File: src/rtl/therm_adc_reader.sv
// rtl/therm_adc_reader.sv - periodic serial-ADC thermistor sampler with 2^AVG_LOG2 averaging
module therm_adc_reader #(
  parameter int CLK_DIV       = 4,
  parameter int SAMPLE_PERIOD = 100000,
  parameter int AVG_LOG2      = 2
) (
  input  logic       clk,
  input  logic       rst_n,
  input  logic       enable,
  input  logic       adc_do,
  output logic       adc_cs_n,
  output logic       adc_sclk,
  output logic [7:0] v_therm,
  output logic       v_valid,
  output logic       busy
);

  localparam int DIV_W = $clog2(CLK_DIV);
  localparam int PER_W = $clog2(SAMPLE_PERIOD);
  localparam int ACC_W = 8 + AVG_LOG2;
  localparam int CNT_W = AVG_LOG2 + 1;
  localparam logic [DIV_W-1:0] DIV_LAST = DIV_W'(CLK_DIV - 1);
  localparam logic [PER_W-1:0] PER_LAST = PER_W'(SAMPLE_PERIOD - 1);
  localparam logic [CNT_W-1:0] CNT_LAST = CNT_W'((1 << AVG_LOG2) - 1);

  typedef enum logic [2:0] {IDLE, WAIT, SETUP, NULLBIT, SHIFT, DONE} state_t;

  state_t             state, state_n;
  logic [DIV_W-1:0]   div_cnt, div_n;
  logic               sclk_hi, hi_n;
  logic [2:0]         bit_cnt, bit_n;
  logic               capture;
  logic [PER_W-1:0]   per_cnt;
  logic               do_s1, do_s2;
  logic [7:0]         shreg;
  logic [ACC_W-1:0]   acc, sum;
  logic [CNT_W-1:0]   cnt;
  logic [7:0]         avg, res;
  logic               fire;
  logic               half_end, conv_n, sclk_n;

  assign half_end = (div_cnt == DIV_LAST);
  assign sum      = acc + ACC_W'(shreg);
  assign avg      = 8'(sum >> AVG_LOG2);
  assign busy     = ~adc_cs_n;

  always_comb begin
    state_n = state;
    div_n   = div_cnt;
    hi_n    = sclk_hi;
    bit_n   = bit_cnt;
    capture = 1'b0;
    case (state)
      IDLE: begin
        if (enable) begin
          state_n = SETUP;
          div_n   = '0;
          hi_n    = 1'b0;
        end
      end
      WAIT: begin
        if (!enable) begin
          state_n = IDLE;
        end else if (per_cnt == PER_LAST) begin
          state_n = SETUP;
          div_n   = '0;
          hi_n    = 1'b0;
        end
      end
      SETUP: begin
        div_n = div_cnt + DIV_W'(1);
        if (half_end) begin
          state_n = NULLBIT;
          div_n   = '0;
          hi_n    = 1'b0;
        end
      end
      NULLBIT, SHIFT: begin
        div_n = div_cnt + DIV_W'(1);
        if (half_end) begin
          div_n = '0;
          hi_n  = ~sclk_hi;
          // End of a high phase closes one SCLK period
          if (sclk_hi) begin
            if (state == NULLBIT) begin
              state_n = SHIFT;
              bit_n   = 3'd7;
            end else begin
              capture = 1'b1;
              if (bit_cnt == 3'd0) state_n = DONE;
              else                 bit_n   = bit_cnt - 3'd1;
            end
          end
        end
      end
      DONE:    state_n = enable ? WAIT : IDLE;
      default: state_n = IDLE;
    endcase
  end

  assign conv_n = (state_n == SETUP) || (state_n == NULLBIT) || (state_n == SHIFT);
  assign sclk_n = ((state_n == NULLBIT) || (state_n == SHIFT)) && hi_n;

  always_ff @(posedge clk or negedge rst_n) begin
    if (!rst_n) begin
      state    <= IDLE;
      div_cnt  <= '0;
      sclk_hi  <= 1'b0;
      bit_cnt  <= '0;
      per_cnt  <= '0;
      adc_cs_n <= 1'b1;
      adc_sclk <= 1'b0;
      do_s1    <= 1'b0;
      do_s2    <= 1'b0;
      shreg    <= '0;
    end else begin
      state    <= state_n;
      div_cnt  <= div_n;
      sclk_hi  <= hi_n;
      bit_cnt  <= bit_n;
      adc_cs_n <= ~conv_n;
      adc_sclk <= sclk_n;
      do_s1    <= adc_do;
      do_s2    <= do_s1;
      if (capture) shreg <= {shreg[6:0], do_s2};
      // Period is measured start-to-start from each SETUP entry
      if ((state_n == SETUP && state != SETUP) || state == IDLE) per_cnt <= '0;
      else                                                        per_cnt <= per_cnt + PER_W'(1);
    end
  end

  always_ff @(posedge clk or negedge rst_n) begin
    if (!rst_n) begin
      acc     <= '0;
      cnt     <= '0;
      res     <= '0;
      fire    <= 1'b0;
      v_therm <= '0;
      v_valid <= 1'b0;
    end else begin
      fire    <= 1'b0;
      v_valid <= fire;
      if (fire) v_therm <= res;
      if (state == DONE && cnt == CNT_LAST) begin
        res  <= avg;
        fire <= 1'b1;
        acc  <= '0;
        cnt  <= '0;
      end else if (state_n == IDLE) begin
        acc <= '0;
        cnt <= '0;
      end else if (state == DONE) begin
        acc <= sum;
        cnt <= cnt + CNT_W'(1);
      end
    end
  end

endmodule
File: config.mk
export PLATFORM = sky130hd
export DESIGN_NAME = therm_adc_reader
export DESIGN_NICKNAME = d
export VERILOG_FILES = /design/src/rtl/therm_adc_reader.sv
export SDC_FILE = /design/constraint.sdc
export NUM_CORES = 1
export LEC_CHECK = 0
export ABC_AREA = 1
export CORE_UTILIZATION = 55
export DETAILED_ROUTE_END_ITERATION = 8
export PLACE_DENSITY = 0.8
export SLEW_MARGIN = 25
export SYNTH_ARGS = -nofsm -noshare
export SYNTH_HDL_FRONTEND = slang
export SYNTH_SLANG_ARGS = --single-unit
File: constraint.sdc
create_clock -name clk -period 5.4 [get_ports clk]
set_input_delay 0.81 -clock clk [delete_from_list [all_inputs] [get_ports clk]]
set_output_delay 0.81 -clock clk [all_outputs]
set_load 0.005 [all_outputs]
==> results_dict.tcl, run 1 <==
set metrics [dict create \
    synth_compound_area_share_pct 6.39 \
    path_class "reg -> out" \
    die_width_um 82.3 \
    yosysTopAreaCellShare_pct 48.0 \
    path_max_fanout 2 \
    cts_root_buffer "clkbuf_8" \
    synthAdderAreaFrac_pct 5.86 \
    cts_setup_buffers 0 \
    wl_per_cell_um 13.1 \
    cts_max_level 3 \
    pre_cts_ws_ns 2.93 \
    start_util_pct 58.5 \
    regToRegStartpoint "acc[4]" \
    slew_headroom_pct 41.0 \
    antenna_cells 0 \
    finalSetupTns_ns 0 \
    clk_pin_slew_ns 0.07 \
    synth.top_cells.by_area "dfrtp_1 (48%), nand2_1 (8.0%), mux2_2 (5.4%)" \
    crit_buf_inv 1 \
    synth-simple-area-share_pct 24.1 \
    place_congestion 0.816 \
    mostFrequentLayoutCells "nand2_1 (76), dfrtp_1 (68), inv_1 (40)" \
    grt_overflow 0 \
    fin_crit_ns 2.17 \
    path_cells "clkdlybuf4s50_1" \
    cpPeakStageDelay_ns 0.53 \
    p_seq_share_pct 45.7 \
    finClkSkew_ns 0.00936 \
    start_kind "register" \
    cts_tree "built" \
    synth-main-ff-cell "dfrtp_1" \
    yosys.area.top_type "dfrtp_1" \
    async_reset_ff_share_pct 100 \
    finalCritPeriodShare_pct 40.1 \
    fin_ws_ns 3.23 \
    syn-num-nets 396 \
    slew_violations 0 \
    syn_area_um2 3550 \
    end_kind "primary output" \
    std_cell_rows 28 \
    dr.first_iter.drc_count 81 \
    setup_viol 0 \
    tightest_slew_ns 0.882 \
    combPwrFrac_pct 21.7 \
    synth.avg_cell_area_um2 9.43 \
    fillerInstances 476 \
    hp-start "do_s1" \
    ant_nets 0 \
    grt_pass1_vias 2442 \
    ys_ff_latch 69 \
    routed-via-count 2504 \
    io_pins 16 \
    hold_viol 0 \
    grt_max_degree 70 \
    switching_share_pct 31.6 \
    yosysSeqAreaShare_pct 48.7 \
    firstDrtPassIters 4 \
    clk_path_buf_depth 2 \
    layout-drive-gt1-share_pct 20.0 \
    p_per_area_nw_per_um2 326 \
    crit_required_ns 4.59 \
    final_common_cell "nand2_1" \
    rsz0062_at_grt "no" \
    cts_buffers 9 \
    antenna_found_initial 0 \
    yosysUniqueCellTypes 36 \
    clock-sinks 69 \
    cts-hold-fix-buffers 0 \
    leakagePower_nw 1.98 \
    power_switching_uw 408 \
    cp.arrival_ns 1.36 \
    fmax_mhz 461 \
    synth_edf_count 0 \
    nets 417 \
    grt_use_total_pct 21.6 \
    timing.max_cap.violations 0 \
    area_delta_synth_final_pct 11.6 \
    fp.dieH_um 82.3 \
    synthMuxAreaShare_pct 5.40 \
    synthXorXnorAreaFrac_pct 3.71 \
    core-area_um2 6060 \
    whs_ns 0.352 \
    viasPerCell 5.26 \
    critical_path.startpoint "adc_cs_n" \
    grt_pass1_wl_um 10700 \
    die-area_um2 6770 \
    cts_resized 0 \
    drcViolationCount 0 \
    max-vdd-ir-drop_v 0.000172 \
    wl_um 6240 \
    status "finished clean" \
    netlist_instances 376 \
    post-dp-hpwl_um 4530 \
    ys_warn_count 0 \
    final_util_pct 65.3 \
    clock_latency_ns 0.34 \
    port_buffers 15 \
    clkPwrFrac_pct 32.7 \
    cpMaxStageDelayCell "dfstp_2" \
    p_int_uw 882 \
    critical-path-top-delay-family "flip-flops" \
    synth_top_family_by_area "simple AND/OR/NAND/NOR gates" \
    hold_class "reg -> reg" \
]
[metrics by stage]
stage / instance area (µm²) / std cells / total power [mW]
floorplan: 3550 / 376 / 0.812
global placement: 3760 / 461 / 0.866
detailed placement: 3760 / 461 / 0.880
CTS: 3960 / 476 / 1.30
global route: 3960 / 476 / 1.36
finish: 3960 / 476 / 1.29
[power by group through the flow]
stage / Combinational (mW) / Sequential (mW) / Clock, mW
floorplan: 0.220 / 0.592 / 0
global placement: 0.271 / 0.595 / 0
detailed placement: 0.281 / 0.599 / 0
CTS: 0.284 / 0.589 / 0.428
global route: 0.318 / 0.595 / 0.451
finish: 0.279 / 0.590 / 0.421
[state kept, by name, indices dropped and copies added (netlist names), 3 cells and up]
| name | flops |
|---|---|
| res | 8 |
| per_cnt | 17 |
| cnt | 3 |
| v_therm | 8 |
| state | 3 |
| acc | 10 |
| shreg | 8 |
| bit_cnt | 3 |
[cells by family after synthesis]
logic type                 count (synthesis)
DFF                                       69
adders and majority gates                 16
buffers and inverters                     51
and+or+nand+nor                          171
AOI/OAI and AO/OA                         37
muxes                                     17
xor gates and xnor gates                  15
[cells in the mapped netlist (all sizes together), types with 5 or more instances]
cell type / number
xnor2: 5
nand2: 89
nor2: 36
mux2: 17
nand3: 27
nor3: 8
o21ai: 12
a21oi: 15
dfrtp: 68
xor2: 10
ha: 15
inv: 45
[routing by layer]
layer  track usage, %  vias to the layer above  part of all wire [%]
met5                0                        -                     0
met1             26.4                     1203                    47
met2             36.2                       34                    48
met4             10.0                        0                   2.0
met3             4.73                       12                   2.9
li1                 -                     1255                     -
[final cells by class]
| type | count | area (µm²) | share of cell area (%) |
|---|---|---|---|
| Clock buffer | 11 | 151 | 3.83 |
| Clock inverter | 4 | 47.5 | 1.20 |
| Inverter | 45 | 169 | 4.27 |
| Multi-Input combinational cell | 256 | 1620 | 40.8 |
| Sequential cell | 69 | 1730 | 43.7 |
| Tap cell | 75 | 93.8 | 2.37 |
| Timing Repair Buffer | 16 | 153 | 3.86 |
[path summary, 6_finish.rpt]
check | to | slack [ns] | depth (start not counted)
min | do_s2 | 0.35 | 0
min in group asynchronous | per_cnt[8] | 0.66 | 2
max in group asynchronous | acc[1] | 4.21 | 2
min reg2reg | do_s2 | 0.35 | 0
max | adc_cs_n | 3.23 | 1
max reg2reg | res[7] | 3.29 | 9
Power figures use the tool's default switching activity.
==> run 2, diff against run 1 <==
--- a/config.mk
+++ b/config.mk
@@ -6,9 +6,9 @@
 export NUM_CORES = 1
 export LEC_CHECK = 0
 export ABC_AREA = 1
-export CORE_UTILIZATION = 55
+export CORE_UTILIZATION = 54
 export DETAILED_ROUTE_END_ITERATION = 8
-export PLACE_DENSITY = 0.8
+export PLACE_DENSITY = 0.81
 export SLEW_MARGIN = 25
 export SYNTH_ARGS = -nofsm -noshare
 export SYNTH_HDL_FRONTEND = slang
==> constraint.sdc (replaced) <==
create_clock -name clk -period 1.75 [get_ports clk]
set_input_delay 0.2625 -clock clk [delete_from_list [all_inputs] [get_ports clk]]
set_output_delay 0.2625 -clock clk [all_outputs]
set_load 0.005 [all_outputs]
==> run 2 against run 1 <==
  * The run now ends with negative setup slack left
  * Register-to-register slack got worse by 3.4 ns
  * Total power rose to 3.5 times the previous value
  * Die area is 1.8% higher
  * Worst hold slack got worse by 0.0063 ns
  * Largest cell class is now multi-input gates
==> results_dict.tcl, run 2 (same netlist as run 1, synthesis figures left out) <==
set metrics [dict create \
    start_util_pct 55.8 \
    clock_latency_ns 0.36 \
    clk_path_buf_depth 2 \
    slew_violations 0 \
    crit_cells 12 \
    wl_um 8230 \
    start_kind "register" \
    endpoint "acc[6]" \
    end_kind "register" \
    path_max_fanout 2 \
    reg.largest.list "per_cnt: 17 flops, acc: 10 flops" \
    fp.dieH_um 83.0 \
    place_congestion 0.851 \
    path_class "reg -> reg" \
    post-dp-hpwl_um 4840 \
    crit_required_ns 2.04 \
    die_width_um 83.0 \
    worstReg2RegEnd "acc[6]" \
    die-area_um2 6890 \
    critical_path.startpoint "shreg[0]" \
    fillerInstances 396 \
    firstDrtPassIters 5 \
    whs_ns 0.346 \
    cts_max_level 3 \
    critical-path-top-delay-family "simple AND/OR/NAND/NOR gates" \
    leakagePower_nw 2.25 \
    grt_pass1_wl_um 12100 \
    nets 449 \
    io_pins 16 \
    regToRegStartpoint "shreg[0]" \
    drcViolationCount 0 \
    antenna_found_initial 0 \
    grt_max_degree 28 \
    wl_per_cell_um 16.1 \
    status "finished with violations" \
    largest_reg_flops 17 \
    path_cells "ha_2, fa_2, nand3_2, nand3_2, nand2_1, nand2_1, a21oi_2, or2_4, nand2_2, inv_2, nand3_2, nand2_2" \
    dr.first_iter.drc_count 221 \
    area_delta_synth_final_pct 29.5 \
    crit_buf_inv 1 \
    finalCritPeriodShare_pct 109 \
    timing.max_cap.violations 0 \
    rsz0062_at_grt "yes" \
    std_cell_rows 29 \
    slew_headroom_pct 68.7 \
    largest-register "per_cnt" \
    max-vdd-ir-drop_v 0.000808 \
    setup_viol 18 \
    clk_pin_slew_ns 0.07 \
    violations "negative setup slack" \
    cts_root_buffer "clkbuf_8" \
    grt_pass1_vias 2763 \
    fin_crit_ns 1.91 \
    grt_overflow 0 \
    fin_area_um2 4590 \
    finClkSkew_ns 0.00992 \
    fin_ws_ns -0.157 \
    postPlaceCellArea_um2 3980 \
    p_per_area_nw_per_um2 987 \
    cp.arrival_ns 2.20 \
    fmax_mhz 524 \
    port_buffers 15 \
    finalPower_mw 4.53 \
    routed-via-count 2833 \
    cts_tree "built" \
    grt_use_total_pct 21.9 \
    hold_viol 0 \
    cpMostUsedCell "nand3_2" \
    tightest_slew_ns 0.469 \
    cts_buffers 9 \
    cpPeakStageDelay_ns 0.40 \
    hold_class "in -> reg" \
    core-area_um2 6350 \
    r2r_cells 12 \
    mostFrequentLayoutCells "nand2_1 (68), dfrtp_1 (66), inv_1 (39)" \
    clock-sinks 69 \
    r2r_slack_ns -0.16 \
    cpMaxStageDelayCell "dfrtp_1" \
    ant_nets 0 \
    layout-drive-gt1-share_pct 35.3 \
    final_common_cell "nand2_1" \
    viasPerCell 5.54 \
    antenna_cells 0 \
]
run 2: how the worst min path moves through the flow:
stage	startpoint	depth (start not counted)	slack (ns)	to
after floorplan	rst_n	0	-0.03	acc[0]
final	adc_do	1	0.35	do_s1
after detailed placement	rst_n	1	0.24	per_cnt[5]
after global routing	adc_do	1	0.35	do_s1
after global placement	rst_n	1	0.24	per_cnt[5]
after CTS	adc_do	1	0.35	do_s1
run 2: metrics by stage:
stage	setup WS [ns]	setup TNS [ns]	util [%]	instances
2_1_floorplan	0.0110	0	-	376
3_5_place_dp	-0.0854	-0.270	62.7	485
4_1_cts	-0.0347	-0.0428	67.4	506
5_1_grt	-0.246	-2.56	72.3	511
3_3_place_gp	-0.0268	-0.0383	62.7	485
6_report	-0.157	-1.02	72.3	511
run 2: timing repair:
| item | CTS | global route |
|---|---|---|
| buffers inserted | 4 | 4 |
| hold buffers | 1 | 0 |
| pin swaps | 3 | 19 |
| setup endpoints to repair | 20 | 24 |
| resized for setup | 11 | 50 |
| hold endpoints to repair | 16 | 0 |
| gates cloned | 0 | 1 |
run 2: worst register-to-register path, delay by kind of cell (launching register included):
family / cells / cell delay [ns]
compound gates: 1 / 0.19
flops: 1 / 0.40
buf+inv: 1 / 0.05
simple gates: 8 / 0.63
fa+ha+maj: 2 / 0.57
run 2: per-layer routing:
layer / GRT usage (%) / wire length [µm] / vias up
met1: 27.5 / 3400 / 1381
met2: 36.7 / 4190 / 98
li1: - / - / 1326
met3: 3.58 / 379 / 28
met5: 0 / 0 / -
met4: 11.0 / 268 / 0
run 2: cell type report:
| class | instances | area (µm²) | area share [%] |
|---|---|---|---|
| flip-flops and latches | 69 | 1730 | 37.7 |
| well taps | 77 | 96.3 | 2.10 |
| repair buffers | 48 | 467 | 10.2 |
| clock inverters | 6 | 71.3 | 1.55 |
| multi-input cells | 256 | 1920 | 41.8 |
| inverters | 45 | 169 | 3.68 |
| clock buffers | 10 | 138 | 3.00 |
run 2: power breakdown:
part | switching (mW) | internal [mW]
registers | 0.128 | 1.72
clock network | 0.656 | 0.706
logic | 0.743 | 0.581
==> run 3, diff against run 2 <==
--- a/config.mk
+++ b/config.mk
@@ -6,6 +6,7 @@
 export NUM_CORES = 1
 export LEC_CHECK = 0
 export ABC_AREA = 1
+export CAP_MARGIN = 20
 export CORE_UTILIZATION = 54
 export DETAILED_ROUTE_END_ITERATION = 8
 export PLACE_DENSITY = 0.81
==> results of run 3 <==
Same layout as run 2: the final DEF is identical, and so are final timing and power.
